--- config.mk ---
export PLATFORM = sky130hd
export DESIGN_NAME = pc_decode_unit_flat
export DESIGN_NICKNAME = d
export VERILOG_FILES = /design/src/rtl/pc_decode_unit_pkg.sv /design/src/rtl/pc_decode_unit_if.sv /design/src/rtl/pc_decode_unit_control_decoder.sv /design/src/rtl/pc_decode_unit.sv /design/src/flat_wrapper.sv
export SDC_FILE = /design/constraint.sdc
export NUM_CORES = 1
export LEC_CHECK = 0
export BUFFER_PORTS_ARGS = -buffer_cell sky130_fd_sc_hd__buf_2
export CAP_MARGIN = 20
export CORE_ASPECT_RATIO = 0.75
export CORE_UTILIZATION = 40
export CTS_CLUSTER_DIAMETER = 60
export CTS_CLUSTER_SIZE = 12
export DETAILED_ROUTE_END_ITERATION = 8
export GPL_ROUTABILITY_DRIVEN = 0
export GPL_TIMING_DRIVEN = 1
export PLACE_DENSITY = 0.65
export SLEW_MARGIN = 0
export SYNTH_ARGS = -nofsm -noshare
export SYNTH_HDL_FRONTEND = slang
export SYNTH_SLANG_ARGS = --single-unit
--- constraint.sdc ---
create_clock -name CLK -period 4.18 [get_ports CLK]
set_clock_uncertainty 0.1 [all_clocks]
set_input_delay 0.836 -clock CLK [delete_from_list [all_inputs] [get_ports CLK]]
set_output_delay 0.836 -clock CLK [all_outputs]
set_load 0.01 [all_outputs]
--- src/rtl/pc_decode_unit_pkg.sv ---
`default_nettype none
// ============================================================================
// Module      : pc_decode_unit_pkg
// Description : Shared CPU definitions: opcodes, ALU operation encodings,
//               instruction field positions, FSM state type, and the
//               branch/jump offset helper.
// Revision    : 1.0 - initial release
// ============================================================================
package pc_decode_unit_pkg;

    // Opcodes, taken from INSTRUCTION[31:24]
    localparam logic [7:0] c_OP_LOADI = 8'h00;
    localparam logic [7:0] c_OP_MOV   = 8'h01;
    localparam logic [7:0] c_OP_ADD   = 8'h02;
    localparam logic [7:0] c_OP_SUB   = 8'h03;
    localparam logic [7:0] c_OP_AND   = 8'h04;
    localparam logic [7:0] c_OP_OR    = 8'h05;
    localparam logic [7:0] c_OP_J     = 8'h06;
    localparam logic [7:0] c_OP_BEQ   = 8'h07;

    // ALU operation encodings
    localparam logic [2:0] c_ALU_FWD = 3'b000;
    localparam logic [2:0] c_ALU_ADD = 3'b001;
    localparam logic [2:0] c_ALU_AND = 3'b010;
    localparam logic [2:0] c_ALU_OR  = 3'b011;

    // Instruction field bit positions
    localparam int c_OPC_MSB  = 31;
    localparam int c_OPC_LSB  = 24;
    localparam int c_DST_MSB  = 23;
    localparam int c_DST_LSB  = 16;
    localparam int c_SRC1_LSB = 8;
    localparam int c_SRC2_LSB = 0;

    // Default byte increment per instruction
    localparam int unsigned c_PC_STEP = 4;

    // Fetch/decode state machine
    typedef enum logic [1:0] {
        ST_BOOT  = 2'd0,
        ST_RUN   = 2'd1,
        ST_STALL = 2'd2,
        ST_HALT  = 2'd3
    } state_t;

    // Word offset to byte offset: sign-extend the 8-bit field, then scale by 4
    function automatic logic [31:0] f_branch_offset(input logic [7:0] i_off);
        return {{22{i_off[7]}}, i_off, 2'b00};
    endfunction

endpackage : pc_decode_unit_pkg
`default_nettype wire

--- src/rtl/pc_decode_unit_if.sv ---
`default_nettype none
// ============================================================================
// Module      : pc_decode_unit_if
// Description : Bus between the fetch/decode stage and its neighbours
//               (instruction memory, ALU, register file).
//               master = decode unit, slave = surrounding datapath.
// Revision    : 1.0 - initial release
// ============================================================================
interface pc_decode_unit_if;
    logic [31:0] INSTRUCTION;
    logic        IMEM_BUSY;
    logic        ZERO;
    logic [31:0] PC;
    logic        WRITE;
    logic [2:0]  INADDRESS;
    logic [2:0]  OUT1ADDRESS;
    logic [2:0]  OUT2ADDRESS;
    logic [7:0]  IMMEDIATE;
    logic [2:0]  ALUOP;
    logic        IMM_SEL;
    logic        NEG_SEL;
    logic        HALTED;

    modport master (
        input  INSTRUCTION, IMEM_BUSY, ZERO,
        output PC, WRITE, INADDRESS, OUT1ADDRESS, OUT2ADDRESS,
               IMMEDIATE, ALUOP, IMM_SEL, NEG_SEL, HALTED
    );

    modport slave (
        output INSTRUCTION, IMEM_BUSY, ZERO,
        input  PC, WRITE, INADDRESS, OUT1ADDRESS, OUT2ADDRESS,
               IMMEDIATE, ALUOP, IMM_SEL, NEG_SEL, HALTED
    );
endinterface : pc_decode_unit_if
`default_nettype wire

--- src/rtl/pc_decode_unit_control_decoder.sv ---
`default_nettype none
// ============================================================================
// Module      : pc_decode_unit_control_decoder
// Description : Purely combinational opcode decoder producing register-file
//               write enable, ALU operation, operand selects and an
//               illegal-opcode flag.
// Revision    : 1.0 - initial release
// ============================================================================
module pc_decode_unit_control_decoder
    import pc_decode_unit_pkg::*;
(
    input  wire logic [7:0] i_opcode,
    output logic            o_write,
    output logic [2:0]      o_aluop,
    output logic            o_imm_sel,
    output logic            o_neg_sel,
    output logic            o_illegal
);

    // Opcode lookup; unknown opcodes decode as a harmless no-op flagged illegal
    always_comb begin
        o_write   = 1'b0;
        o_aluop   = c_ALU_FWD;
        o_imm_sel = 1'b0;
        o_neg_sel = 1'b0;
        o_illegal = 1'b0;
        case (i_opcode)
            c_OP_LOADI: begin o_write = 1'b1; o_imm_sel = 1'b1;                 end
            c_OP_MOV:   begin o_write = 1'b1;                                   end
            c_OP_ADD:   begin o_write = 1'b1; o_aluop = c_ALU_ADD;              end
            c_OP_SUB:   begin o_write = 1'b1; o_aluop = c_ALU_ADD; o_neg_sel = 1'b1; end
            c_OP_AND:   begin o_write = 1'b1; o_aluop = c_ALU_AND;              end
            c_OP_OR:    begin o_write = 1'b1; o_aluop = c_ALU_OR;               end
            c_OP_J:     begin                                                   end
            c_OP_BEQ:   begin o_aluop = c_ALU_ADD; o_neg_sel = 1'b1;            end
            default:    begin o_illegal = 1'b1;                                 end
        endcase
    end

endmodule : pc_decode_unit_control_decoder
`default_nettype wire

--- src/rtl/pc_decode_unit.sv ---
`default_nettype none
// ============================================================================
// Module      : pc_decode_unit
// Description : Fetch/decode stage: 32-bit PC register, next-PC selection
//               (sequential / jump / branch-if-equal), instruction field
//               decode and a BOOT/RUN/STALL/HALT control FSM.
// Revision    : 1.0 - initial release
// ============================================================================
module pc_decode_unit
    import pc_decode_unit_pkg::*;
#(
    parameter logic [31:0] PC_RESET = 32'h0000_0000,
    parameter int unsigned PC_STEP  = c_PC_STEP
) (
    input  wire logic          CLK,
    input  wire logic          RESET,
    pc_decode_unit_if.master   bus
);

    state_t      r_state;
    logic [31:0] r_pc;
    logic        r_halted;

    logic [7:0]  w_opcode;
    logic [7:0]  w_offset_field;
    logic        w_dec_write;
    logic [2:0]  w_dec_aluop;
    logic        w_dec_imm_sel;
    logic        w_dec_neg_sel;
    logic        w_dec_illegal;
    logic        w_executing;
    logic        w_take;
    logic [31:0] w_pc_seq;
    logic [31:0] w_pc_target;
    logic [31:0] w_pc_next;
    logic [4:0]  w_unused_bits;

    assign w_opcode       = bus.INSTRUCTION[c_OPC_MSB:c_OPC_LSB];
    assign w_offset_field = bus.INSTRUCTION[c_DST_MSB:c_DST_LSB];
    // Bits between the source-1 field and the offset field are not decoded
    assign w_unused_bits  = bus.INSTRUCTION[15:11];

    pc_decode_unit_control_decoder u_control_decoder (
        .i_opcode  (w_opcode),
        .o_write   (w_dec_write),
        .o_aluop   (w_dec_aluop),
        .o_imm_sel (w_dec_imm_sel),
        .o_neg_sel (w_dec_neg_sel),
        .o_illegal (w_dec_illegal)
    );

    // An instruction is consumed only when out of reset, in RUN/STALL, and memory is ready
    assign w_executing = RESET && !bus.IMEM_BUSY &&
                         ((r_state == ST_RUN) || (r_state == ST_STALL));

    // Next-PC: jumps always take the target, beq only when the ALU reports zero
    assign w_pc_seq    = r_pc + 32'(PC_STEP);
    assign w_pc_target = w_pc_seq + f_branch_offset(w_offset_field);
    assign w_take      = (w_opcode == c_OP_J) || ((w_opcode == c_OP_BEQ) && bus.ZERO);
    assign w_pc_next   = w_take ? w_pc_target : w_pc_seq;

    // Raw field slices are passed straight through in every state
    assign bus.INADDRESS   = bus.INSTRUCTION[c_DST_LSB+2:c_DST_LSB];
    assign bus.OUT1ADDRESS = bus.INSTRUCTION[c_SRC1_LSB+2:c_SRC1_LSB];
    assign bus.OUT2ADDRESS = bus.INSTRUCTION[c_SRC2_LSB+2:c_SRC2_LSB];
    assign bus.IMMEDIATE   = bus.INSTRUCTION[7:0];

    // Write enable gated so the register file never writes while it is being cleared or idle
    assign bus.WRITE   = w_executing && w_dec_write;
    // ALU controls read as zero while reset is held
    assign bus.ALUOP   = RESET ? w_dec_aluop   : c_ALU_FWD;
    assign bus.IMM_SEL = RESET ? w_dec_imm_sel : 1'b0;
    assign bus.NEG_SEL = RESET ? w_dec_neg_sel : 1'b0;

    assign bus.PC     = r_pc;
    assign bus.HALTED = r_halted;

    // Control FSM with PC register; reset overrides stall, halt and branch events
    always_ff @(posedge CLK) begin
        if (!RESET) begin
            r_state  <= ST_BOOT;
            r_pc     <= PC_RESET;
            r_halted <= 1'b0;
        end else begin
            case (r_state)
                ST_BOOT: begin
                    r_state <= ST_RUN;
                end
                ST_RUN, ST_STALL: begin
                    if (bus.IMEM_BUSY) begin
                        r_state <= ST_STALL;
                    end else if (w_dec_illegal) begin
                        r_state  <= ST_HALT;
                        r_halted <= 1'b1;
                    end else begin
                        r_state <= ST_RUN;
                        r_pc    <= w_pc_next;
                    end
                end
                ST_HALT: begin
                    r_state <= ST_HALT;
                end
                default: begin
                    r_state <= ST_BOOT;
                end
            endcase
        end
    end

endmodule : pc_decode_unit
`default_nettype wire

--- src/flat_wrapper.sv ---
// flat-port wrapper written by rule: the top's interface ports become plain ports
module pc_decode_unit_flat import pc_decode_unit_pkg::*;
#(
    parameter logic [31:0] PC_RESET = 32'h0000_0000,
    parameter int unsigned PC_STEP  = c_PC_STEP
)
  (CLK, RESET, bus_INSTRUCTION, bus_IMEM_BUSY, bus_ZERO, bus_PC, bus_WRITE, bus_INADDRESS, bus_OUT1ADDRESS, bus_OUT2ADDRESS, bus_IMMEDIATE, bus_ALUOP, bus_IMM_SEL, bus_NEG_SEL, bus_HALTED);
  pc_decode_unit_if bus_i ();
  input  wire logic CLK;
  input  wire logic RESET;
  input wire logic [$bits(bus_i.INSTRUCTION)-1:0] bus_INSTRUCTION;
  input wire logic [$bits(bus_i.IMEM_BUSY)-1:0] bus_IMEM_BUSY;
  input wire logic [$bits(bus_i.ZERO)-1:0] bus_ZERO;
  output wire logic [$bits(bus_i.PC)-1:0] bus_PC;
  output wire logic [$bits(bus_i.WRITE)-1:0] bus_WRITE;
  output wire logic [$bits(bus_i.INADDRESS)-1:0] bus_INADDRESS;
  output wire logic [$bits(bus_i.OUT1ADDRESS)-1:0] bus_OUT1ADDRESS;
  output wire logic [$bits(bus_i.OUT2ADDRESS)-1:0] bus_OUT2ADDRESS;
  output wire logic [$bits(bus_i.IMMEDIATE)-1:0] bus_IMMEDIATE;
  output wire logic [$bits(bus_i.ALUOP)-1:0] bus_ALUOP;
  output wire logic [$bits(bus_i.IMM_SEL)-1:0] bus_IMM_SEL;
  output wire logic [$bits(bus_i.NEG_SEL)-1:0] bus_NEG_SEL;
  output wire logic [$bits(bus_i.HALTED)-1:0] bus_HALTED;
  assign bus_i.INSTRUCTION = bus_INSTRUCTION;
  assign bus_i.IMEM_BUSY = bus_IMEM_BUSY;
  assign bus_i.ZERO = bus_ZERO;
  assign bus_PC = bus_i.PC;
  assign bus_WRITE = bus_i.WRITE;
  assign bus_INADDRESS = bus_i.INADDRESS;
  assign bus_OUT1ADDRESS = bus_i.OUT1ADDRESS;
  assign bus_OUT2ADDRESS = bus_i.OUT2ADDRESS;
  assign bus_IMMEDIATE = bus_i.IMMEDIATE;
  assign bus_ALUOP = bus_i.ALUOP;
  assign bus_IMM_SEL = bus_i.IMM_SEL;
  assign bus_NEG_SEL = bus_i.NEG_SEL;
  assign bus_HALTED = bus_i.HALTED;
  pc_decode_unit #(.PC_RESET(PC_RESET), .PC_STEP(PC_STEP)) u_core (.CLK(CLK), .RESET(RESET), .bus(bus_i));
endmodule
# Word-level counts from Yosys, hierarchy flattened
# Index checks and enable logic that the tools add are counted.
# totals
in_bits	36
regBits	35
out_inout_bits	56
word_cells	44
# classes
reduce_logical	16
bitwise	2
n_eq_ne	10
n_addsub	2
mux	11
# ops
op	n
$add A32 B3 Y32 const B	1
$add A32 B32 Y32	1
$eq A8 B3 Y1 const B	4
$mux W32	1
$eq A8 B2 Y1 const B	2
$pmux W2 S3	2
$eq A8 B1 Y1 const B	1
$logic_not A8 Y1	1
$reduce_or A8 Y1	1
$mux W2	3
$reduce_and A3 Y1	2
$reduce_or A6 Y1	1
$mux W1	5
$eq A2 B2 Y1 const B	2
$logic_and A1 B1 Y1	4
$reduce_or A2 Y1	2
$reduce_or A3 Y1	1
$eq A2 B1 Y1 const B	1
$logic_not A2 Y1	1
$logic_or A1 B1 Y1	2
$not A1 Y1	2
$logic_not A1 Y1	1

# Depth between registers and ports, before layout
# Gate-level depths: netlist of run 1.
# depth
word_depth	5
mapped_depth	16
depth_no_buf	14

# Modules after synthesis
# A second synthesis of run 1 with hierarchy kept.
# unflattened
cells_unflattened	581
area_unflattened_um2	4281.6
# by_module_without_submodules
module	cells_per_inst	n_inst	area_per_inst_um2	seq_area_each_um2
pc_decode_unit	568	1	4194.0	660.6
pc_decode_unit_control_decoder	13	1	87.6	0.0

# Worst setup path before layout of run 1
# No wires, ideal clock.
# synth_path
kind	reg-to-reg
from	reg u_core.r_pc[4], in the netlist u_core.bus.PC[4]
to	reg u_core.r_pc[30], in the netlist u_core.bus.PC[30]
stages_incl_launch_ff	15
t_required_ns	3.965
setup_time_ns	0.115
period_less_slack_ns	3.386
t_arrival_ns	3.171
path_slack_ns	0.794
path_buffers	1
path_cell_list	dfxtp_1 -> and4_1 -> buf_4 -> and3_1 -> and3_1 -> xor2_1 -> ha_1 -> a21oi_2 -> o21bai_1 -> a21o_1 -> nor3b_1 -> a221oi_2 -> and4_1 -> or4_1 -> and3_1
# synth_via
elab_chain_len	3
# synth_lines
item	line	text
start: declaration	pc_decode_unit.sv:21	logic [31:0] r_pc;
start signal: assignment	pc_decode_unit.sv:97	r_pc <= w_pc_next;
$add A32 B3 Y32 *	pc_decode_unit.sv:57	assign w_pc_seq = r_pc + 32'(PC_STEP);
$add A32 B32 Y32	pc_decode_unit.sv:58	assign w_pc_target = w_pc_seq + f_branch_offset(w_offset_field);
$mux W32 *	pc_decode_unit.sv:60	assign w_pc_next = w_take ? w_pc_target : w_pc_seq;
# Mark *: on every way between the ends. The rest lies on a longest branch, timed or not.
# A chain may end at the register's enable or synchronous reset.

# Worst setup path in the final report of run 1
# layout_path
from	reg u_core.r_pc[11], in the netlist u_core.bus.PC[11]
to	reg u_core.r_pc[30], in the netlist u_core.bus.PC[30]
# The elaborated chain is that of the path after synthesis.

==> flow_metrics.py, run 1 <==
metrics = {
    "layout": {
        "layout_commonest_cell": "a21oi_1",
        "drive_gt1_share_pct": 15.9,
        "fin_nets": 671,
        "area_growth_pct": 11.0,
        "layout_common_cells": "a21oi_1 (62), nand2_1 (60), buf_2 (58)",
        "n_antenna_cell": 0,
    },
    "worst_hold_path": {
        "hp-start": "u_core.bus.HALTED",
        "holdPathEnd": "u_core.bus.HALTED",
        "worstHoldPathType": "reg2reg",
        "min_path_cells": 2,
    },
    "cts": {
        "cts_sinks": 33,
        "clockRootBuffer": "clkbuf_16",
        "cts_tree": "yes",
        "ctsLongestPathBuffers": 2,
        "numCtsBuffers": 5,
        "clk_latency_ns": 0.28,
        "cts_hold_buf": 0,
        "cts_max_level": 2,
        "clk_pin_slew_ns": 0.06,
    },
    "timing": {
        "period_share_pct": 92.8,
        "tns_ns": 0,
        "hold_ws_ns": 0.376,
        "slew_headroom_pct": 51.8,
        "slew_violations": 0,
        "fin_crit_ns": 3.88,
        "worstMarginPinSlew_ns": 0.723,
        "fmax_mhz": 258,
        "setup_viol": 0,
        "hold_violations": 0,
        "rsz0062_at_grt": "no",
    },
    "grt": {
        "antenna_found_initial": 0,
        "grt_pass1_vias": 3980,
        "grt_max_degree": 30,
        "grt_overflow_total": 0,
        "grtUsageTotal_pct": 23.1,
        "grt_first_pass_wirelength_um": 20100,
    },
    "synthesis": {
        "synth-seq-cells": 33,
        "synth_seq_area_share_pct": 16.0,
        "avgSynthCellArea_sq_um": 7.38,
        "synth_flop_cell": "dfxtp_1",
        "synth.distinct_cells": 70,
        "synth_edf_count": 0,
        "yosysWarnings": 0,
        "synthArstFlopShare_pct": 0,
        "synthesis.area_sq_mm": 0.00412,
        "syn_inst": 558,
    },
    "routing": {
        "drc": 0,
        "wl_um": 12200,
        "wl_per_cell_um": 16.8,
        "dr.pass1.iters": 5,
        "ant_nets": 0,
        "drt_iter0_markers": 413,
        "num_vias": 4302,
        "drt-vias-per-instance": 5.91,
    },
    "worst_setup_path": {
        "worstPathRequired_ns": 4.26,
        "cp.arrival_ns": 3.95,
        "timing.rr.start": "u_core.bus.PC[11]",
        "worstSetupPathType": "reg2reg",
        "cp-end-kind": "flip-flop",
        "rrSetupSlack_ns": 0.30,
        "start_kind": "flip-flop",
        "path_max_fanout": 7,
        "rr_worst_depth": 13,
        "timing.rr.end": "u_core.bus.PC[30]",
    },
    "floorplan": {
        "ioPinCount": 92,
        "die_y_um": 89.9,
        "rows": 31,
        "core_sq_mm": 0.00981,
        "dieArea_sq_mm": 0.0107,
        "die_x_um": 119,
        "start_util_pct": 42.0,
    },
    "flow_run": {
        "drv_cap": 0,
    },
    "power_and_ir_drop": {
        "cellPowerDensity_mw_per_mm2": 182,
        "ir_worst_vdd_mv": 0.151,
        "p_leak_nw": 2.13,
    },
    "outcome": {
        "status": "finished, final reports clean",
    },
    "placement": {
        "io_buffers": 58,
        "dp_hpwl_um": 9380,
    },
}
## through the flow
stage | area (sq um) | setup WS (ns) | power (mW) | util [%] | std cells
finish | 4570 | 0.301 | 0.832 | 46.6 | 728
global route | 4570 | 0.0771 | 0.872 | 46.6 | 728
CTS | 4570 | 0.293 | 0.834 | 46.5 | 728
detailed placement | 4420 | 0.320 | 0.472 | 45.1 | 720
global placement | 4420 | 0.366 | 0.469 | 45.1 | 720
floorplan | 4130 | 0.794 | 0.443 | - | 560
## synthesized netlist by cell type, drive strengths merged, types with 15 or more instances
library cell  count  area (sq um)
ha               39           488
dfxtp            33           661
a21oi            63           319
o21ai            31           155
nor2             47           203
xnor2            31           272
xor2             19           166
nand2            60           225
nand3            28           145
buf              29           198
a21o             16           120
and3             15          98.8
## report_power, final
| part | leakage [nW] | internal [mW] | switching (mW) | total, mW |
|---|---|---|---|---|
| Clock | 0.0696 | 0.218 | 0.145 | 0.364 |
| Combinational | 1.80 | 0.0538 | 0.0912 | 0.145 |
| Sequential | 0.266 | 0.320 | 0.00377 | 0.323 |
## cells by family (layout without fill, tap and decap cells)
| group | after synthesis | after routing | synth area share, % |
|---|---|---|---|
| DFF | 33 | 33 | 16.0 |
| other | 1 | 3 | 0.0911 |
| muxes | 4 | 4 | 0.972 |
| AOI/OAI and AO/OA | 169 | 169 | 26.3 |
| and+or+nand+nor | 208 | 208 | 26.6 |
| xor gates and xnor gates | 50 | 50 | 10.6 |
| buffers and inverters | 53 | 89 | 6.99 |
| adders and majority gates | 40 | 40 | 12.3 |
## worst max-delay path by stage
| stage | start | to | slack (ns) | cells past startpoint |
|---|---|---|---|---|
| final | u_core.bus.PC[11] | u_core.bus.PC[30] | 0.30 | 13 |
| after global routing | u_core.bus.PC[9] | u_core.bus.PC[30] | 0.08 | 14 |
| after CTS | u_core.bus.PC[11] | u_core.bus.PC[30] | 0.29 | 14 |
| after detailed placement | u_core.bus.PC[9] | u_core.bus.PC[30] | 0.32 | 14 |
| after global placement | u_core.bus.PC[9] | u_core.bus.PC[30] | 0.37 | 14 |
| after floorplan | u_core.bus.PC[4] | u_core.bus.PC[30] | 0.79 | 14 |
## worst max-delay path, cell delays in order, from the launching register on
cell,delay [ns]
dfxtp_1,0.44
and4_1,0.32
nand4_2,0.22
nor3_4,0.40
xor2_1,0.30
ha_1,0.31
a21oi_1,0.18
o21bai_1,0.08
a21oi_1,0.29
nor2b_1,0.08
nor3_1,0.13
o21ai_0,0.21
or4_1,0.52
and3_1,0.19
## layer usage
layer | routed length, um | up-vias | GRT usage (%)
met5 | 0 | - | 0
met4 | 202 | 0 | 6.86
met3 | 992 | 20 | 4.38
met2 | 5200 | 165 | 34.5
met1 | 5810 | 1988 | 33.3
li1 | - | 2129 | -
## cell type report
cell class              instances  area [sq um]
well taps                     132           165
fillers                       979          5240
flip-flops and latches         33           661
clock inverters                 3          17.5
inverters                      11          41.3
multi-input cells             474          3180
repair buffers                 70           380
clock buffers                   5           125
## flip-flops by register name (all words and copies together), names as in the netlist
name,flops
u_core.bus.PC,30
u_core.r_state,2
u_core.bus.HALTED,1
## timing repair
item,4_1_cts,5_1_grt
gates resized for setup,0,1
setup buffers,0,0
setup endpoints to repair,0,1
Power figures use the tool's default switching activity.
==> run 2: changes to the inputs <==
- PLACE_DENSITY: 0.65 -> 0.67
- clock period: 4.18 -> 3.3 ns (I/O delays scaled with it)
==> run 2 against run 1 <==
Against the previous run: the flow now finishes with violations (negative setup slack); critical path depth rose by 1; die area did not move; combinational power rose by 65%.
==> flow_metrics.py, run 2 (synthesis gave the netlist of run 1 again) <==
metrics = {
    "cts": {
        "clk_pin_slew_ns": 0.06,
        "ctsLongestPathBuffers": 2,
        "numCtsBuffers": 5,
        "clk_latency_ns": 0.29,
        "clockRootBuffer": "clkbuf_16",
        "cts_max_level": 2,
        "cts_sinks": 33,
        "cts_tree": "yes",
        "cts_hold_buf": 0,
    },
    "timing": {
        "period_share_pct": 101,
        "fin_crit_ns": 3.34,
        "slew_violations": 0,
        "slew_headroom_pct": 52.3,
        "hold_violations": 0,
        "rsz0062_at_grt": "yes",
        "worst_slack_ns": -0.0390,
        "setup_viol": 2,
        "worstMarginPinSlew_ns": 0.715,
        "tns_ns": -0.0393,
        "fmax_mhz": 299,
    },
    "power_and_ir_drop": {
        "p_int_mw": 0.784,
        "p_sw_share_pct": 29.9,
        "power_frac_seq_pct": 36.5,
        "p_leak_nw": 2.83,
        "cellPowerDensity_mw_per_mm2": 190,
        "p_switching_mw": 0.335,
        "p_clk_share_pct": 42.1,
        "ir_worst_vdd_mv": 0.200,
        "p_comb_share_pct": 21.4,
    },
    "routing": {
        "drc": 0,
        "drt_iter0_markers": 418,
        "wl_um": 14500,
        "wl_per_cell_um": 17.3,
        "dr.pass1.iters": 5,
        "ant_nets": 0,
        "drt-vias-per-instance": 5.86,
        "num_vias": 4924,
    },
    "grt": {
        "grt_overflow_total": 0,
        "grt_pass1_vias": 4677,
        "grt_max_degree": 23,
        "antenna_found_initial": 0,
        "grt_first_pass_wirelength_um": 22600,
        "grtUsageTotal_pct": 25.8,
    },
    "layout": {
        "layout_commonest_cell": "buf_4",
        "postLayoutCoreUtil_pct": 60.2,
        "n_antenna_cell": 0,
        "fin_nets": 783,
        "drive_gt1_share_pct": 39.8,
        "largest_register_ff_count": 30,
        "final_cells": 840,
        "area_growth_pct": 43.4,
        "layout_common_cells": "buf_4 (120), nand2_1 (58), buf_2 (58)",
        "fillers": 830,
    },
    "outcome": {
        "violations": "negative setup slack",
        "status": "complete, but fails checks",
    },
    "worst_setup_path": {
        "worstSetupPathType": "reg2reg",
        "cp-end-kind": "flip-flop",
        "cp.arrival_ns": 3.41,
        "critPathLaunch": "u_core.bus.PC[4]",
        "path_cells": "and4_4 > buf_6 > and4_4 > nand4b_4 > nor2_4 > xor2_2 > ha_1 > a21o_1 > a21oi_2 > nor2_2 > or4_4 > a41oi_4 > a21oi_2 > a221o_1",
        "critical_path.slowest_cell": "or4_4",
        "start_kind": "flip-flop",
        "path_max_fanout": 6,
        "timing.rr.start": "u_core.bus.PC[4]",
        "max_stage_delay_ns": 0.44,
        "worstPathRequired_ns": 3.37,
    },
    "placement": {
        "dp_hpwl_um": 10500,
        "pre_cts_slack_ns": -0.187,
        "placed_cells": 823,
        "io_buffers": 58,
    },
    "floorplan": {
        "rows": 31,
        "start_util_pct": 42.0,
        "die_y_um": 89.9,
        "dieArea_sq_mm": 0.0107,
        "ioPinCount": 92,
        "die_x_um": 119,
        "core_sq_mm": 0.00981,
    },
    "worst_hold_path": {
        "worstHoldPathType": "reg2reg",
        "hp-start": "u_core.bus.HALTED",
    },
    "flow_run": {
        "drv_cap": 0,
    },
}
==> run 2: what timing repair did <==
item / in CTS / in global routing
setup buffers: 1 / 8
pin swaps: 12 / 31
resized for setup: 30 / 69
setup endpoints to repair: 10 / 14
==> run 2: path summary, 6_finish.rpt <==
check / to / slack (ns) / cells past startpoint
max: u_core.bus.PC[29] / -0.04 / 14
min: u_core.bus.HALTED / 0.39 / 2
max reg2reg: u_core.bus.PC[29] / -0.04 / 14
min reg2reg: u_core.bus.HALTED / 0.39 / 2
==> run 2: routing by layer <==
| metal | track usage (%) | routed length (um) |
|---|---|---|
| met1 | 34.3 | 6250 |
| met2 | 42.8 | 6820 |
| met3 | 3.68 | 1090 |
| met5 | 0 | 0 |
| met4 | 8.33 | 333 |
==> run 2: cell type report <==
| type | instances | area (sq um) | area share (%) |
|---|---|---|---|
| well taps | 132 | 165 | 2.80 |
| clock buffers | 5 | 125 | 2.12 |
| clock inverters | 3 | 17.5 | 0.297 |
| multi-input cells | 474 | 3650 | 61.8 |
| flip-flops and latches | 33 | 667 | 11.3 |
| repair buffers | 182 | 1240 | 20.9 |
| inverters | 11 | 41.3 | 0.699 |
==> run 2: power by group through the flow <==
stage | registers, mW | logic, mW | clock network, mW
floorplan | 0.419 | 0.143 | 0
global placement | 0.417 | 0.206 | 0
detailed placement | 0.417 | 0.213 | 0
CTS | 0.408 | 0.218 | 0.465
global route | 0.409 | 0.260 | 0.484
finish | 0.408 | 0.239 | 0.472
==> run 2: per-stage QoR <==
step	hold slack (ns)	area, sq um	power [mW]
final	0.392	5900	1.12
after global routing	0.410	5900	1.15
after CTS	0.388	5490	1.09
after detailed placement	0.361	5210	0.630
after global placement	0.359	5210	0.623
after floorplan	0.405	4140	0.562
==> run 2: worst max-delay path: cells and delay by family, from the launching register on <==
| family | cells | cell delay (ns) |
|---|---|---|
| adder cells (fa/ha/maj) | 1 | 0.28 |
| AND/OR/NAND/NOR | 6 | 1.26 |
| buffers and inverters | 1 | 0.12 |
| XOR/XNOR | 1 | 0.19 |
| AO/OA/AOI/OAI | 5 | 0.97 |
| flip-flops | 1 | 0.33 |
==> run 3: changes to the inputs <==
- PLACE_DENSITY: 0.67 -> unset
- PLACE_DENSITY_LB_ADDON: unset -> 0.08
==> run 3 against run 2 <==
Against the previous run: the flow still finishes with violations (negative setup slack); wire length up 1.7%; largest cell class unchanged; register-to-register slack about the same; maximum frequency down 0.37%.
==> flow_metrics.py, run 3 (synthesis gave the netlist of run 1 again) <==
metrics = {
    "power_and_ir_drop": {
        "p_clk_share_pct": 40.2,
        "p_comb_share_pct": 23.4,
        "p_sw_share_pct": 28.8,
        "ir_worst_vdd_mv": 0.267,
        "p_switching_mw": 0.322,
        "total_power_mw": 1.12,
        "cellPowerDensity_mw_per_mm2": 178,
        "power_frac_seq_pct": 36.4,
        "p_leak_nw": 2.96,
        "p_int_mw": 0.797,
    },
    "placement": {
        "dp_hpwl_um": 11200,
        "io_buffers": 58,
        "placed_area_sq_mm": 0.00532,
    },
    "cts": {
        "clockRootBuffer": "clkbuf_16",
        "clk_pin_slew_ns": 0.05,
        "cts_max_level": 2,
        "cts_sinks": 33,
        "cts_tree": "yes",
        "clk_latency_ns": 0.27,
        "numCtsBuffers": 5,
        "cts_hold_buf": 0,
        "ctsLongestPathBuffers": 2,
    },
    "layout": {
        "layout_commonest_cell": "buf_4",
        "fin_area_sq_mm": 0.00630,
        "area_growth_pct": 52.9,
        "n_antenna_cell": 0,
        "drive_gt1_share_pct": 44.6,
        "largest_register_ff_count": 30,
        "layout_common_cells": "buf_4 (141), buf_2 (58), nand2_1 (55)",
        "fillers": 846,
        "fin_nets": 806,
        "postLayoutCoreUtil_pct": 64.2,
    },
    "routing": {
        "wl_per_cell_um": 17.1,
        "ant_nets": 0,
        "drt-vias-per-instance": 5.64,
        "drc": 0,
        "num_vias": 4870,
        "wl_um": 14700,
        "drt_iter0_markers": 375,
        "dr.pass1.iters": 5,
    },
    "floorplan": {
        "die_x_um": 119,
        "rows": 31,
        "start_util_pct": 42.0,
        "dieArea_sq_mm": 0.0107,
        "ioPinCount": 92,
        "die_y_um": 89.9,
        "core_sq_mm": 0.00981,
    },
    "timing": {
        "period_share_pct": 102,
        "setup_viol": 2,
        "hold_ws_ns": 0.411,
        "worst_slack_ns": -0.0515,
        "fmax_mhz": 298,
        "rsz0062_at_grt": "yes",
        "slew_violations": 0,
        "hold_violations": 0,
        "tns_ns": -0.0538,
        "fin_crit_ns": 3.35,
        "slew_headroom_pct": 48.5,
        "worstMarginPinSlew_ns": 0.772,
    },
    "worst_setup_path": {
        "rrSetupSlack_ns": -0.05,
        "cp.arrival_ns": 3.42,
        "endpoint": "u_core.bus.PC[30]",
        "worstPathRequired_ns": 3.36,
        "cp-end-kind": "flip-flop",
        "timing.rr.start": "u_core.bus.PC[4]",
        "critPathLaunch": "u_core.bus.PC[4]",
        "start_kind": "flip-flop",
        "worstSetupPathType": "reg2reg",
        "path_max_fanout": 5,
        "rr_worst_depth": 14,
        "timing.rr.end": "u_core.bus.PC[30]",
    },
    "grt": {
        "grt_use_met1_pct": 40.8,
        "antenna_found_initial": 0,
        "grt_overflow_total": 0,
        "use_met2_pct": 38.6,
        "grtUsageTotal_pct": 26.2,
        "top_usage_layer": "met1",
        "grt_max_degree": 23,
        "grt_pass1_vias": 4381,
        "grt_first_pass_wirelength_um": 22500,
        "globalRouteMet3Util_pct": 3.24,
    },
    "outcome": {
        "violations": "negative setup slack",
        "status": "complete, but fails checks",
    },
    "flow_run": {
        "drv_cap": 0,
    },
    "worst_hold_path": {
        "hp-start": "u_core.bus.HALTED",
        "worstHoldPathType": "reg2reg",
    },
}
-- run 3: per-layer routing --
| metal | vias up | share of wire [%] |
|---|---|---|
| met5 | - | 0 |
| met4 | 0 | 0.97 |
| met3 | 19 | 7.2 |
| met2 | 178 | 42 |
| met1 | 2286 | 49 |
| li1 | 2387 | - |
-- run 3: timing repair --
action                                  CTS  global route
endpoints found under the setup margin   13            15
gates resized for setup                  52            85
buffers inserted                          7            10
pin swaps                                22            56
hold endpoints to repair                  0             0
-- run 3: worst max-delay path: stages (launching register included) --
cell and delay (ns):
dfxtp_2 0.32, and4_4 0.25, buf_6 0.12, nand3_4 0.09, nor3_4 0.30, buf_6 0.16
nand3_4 0.11, xnor2_4 0.28, ha_4 0.24, a21oi_2 0.15, nor2b_1 0.09, nor3_2 0.29
o21ai_2 0.10, or4_1 0.46, and3_1 0.17
-- run 3: metrics by stage --
stage                     worst slack [ns]  cells
after global routing                -0.146    863
after CTS                          -0.0130    853
after detailed placement            -0.267    838
final                              -0.0515    863
after floorplan                   0.000344    560
after global placement              -0.263    838
-- run 3: area by class of cell --
class / instances / area [sq um] / share of cell area [%]
Multi-Input combinational cell: 474 / 3860 / 61.3
Sequential cell: 33 / 677 / 10.8
Timing Repair Buffer: 205 / 1420 / 22.5
Clock buffer: 6 / 129 / 2.05
Tap cell: 132 / 165 / 2.62
Inverter: 11 / 41.3 / 0.656
Clock inverter: 2 / 10.0 / 0.159
-- run 3: power by group through the flow --
stage | Sequential (mW) | Clock, mW | Combinational, mW
after floorplan | 0.419 | 0 | 0.143
after global placement | 0.417 | 0 | 0.219
after detailed placement | 0.417 | 0 | 0.223
after CTS | 0.408 | 0.452 | 0.236
after global routing | 0.408 | 0.475 | 0.285
final | 0.407 | 0.450 | 0.262
-- run 3: worst min-delay path by stage --
stage	to	slack, ns	depth (start not counted)
floorplan	u_core.bus.HALTED	0.40	2
global placement	u_core.bus.HALTED	0.35	2
detailed placement	u_core.bus.HALTED	0.40	2
CTS	u_core.bus.HALTED	0.41	2
global route	u_core.bus.HALTED	0.43	2
finish	u_core.bus.HALTED	0.41	2
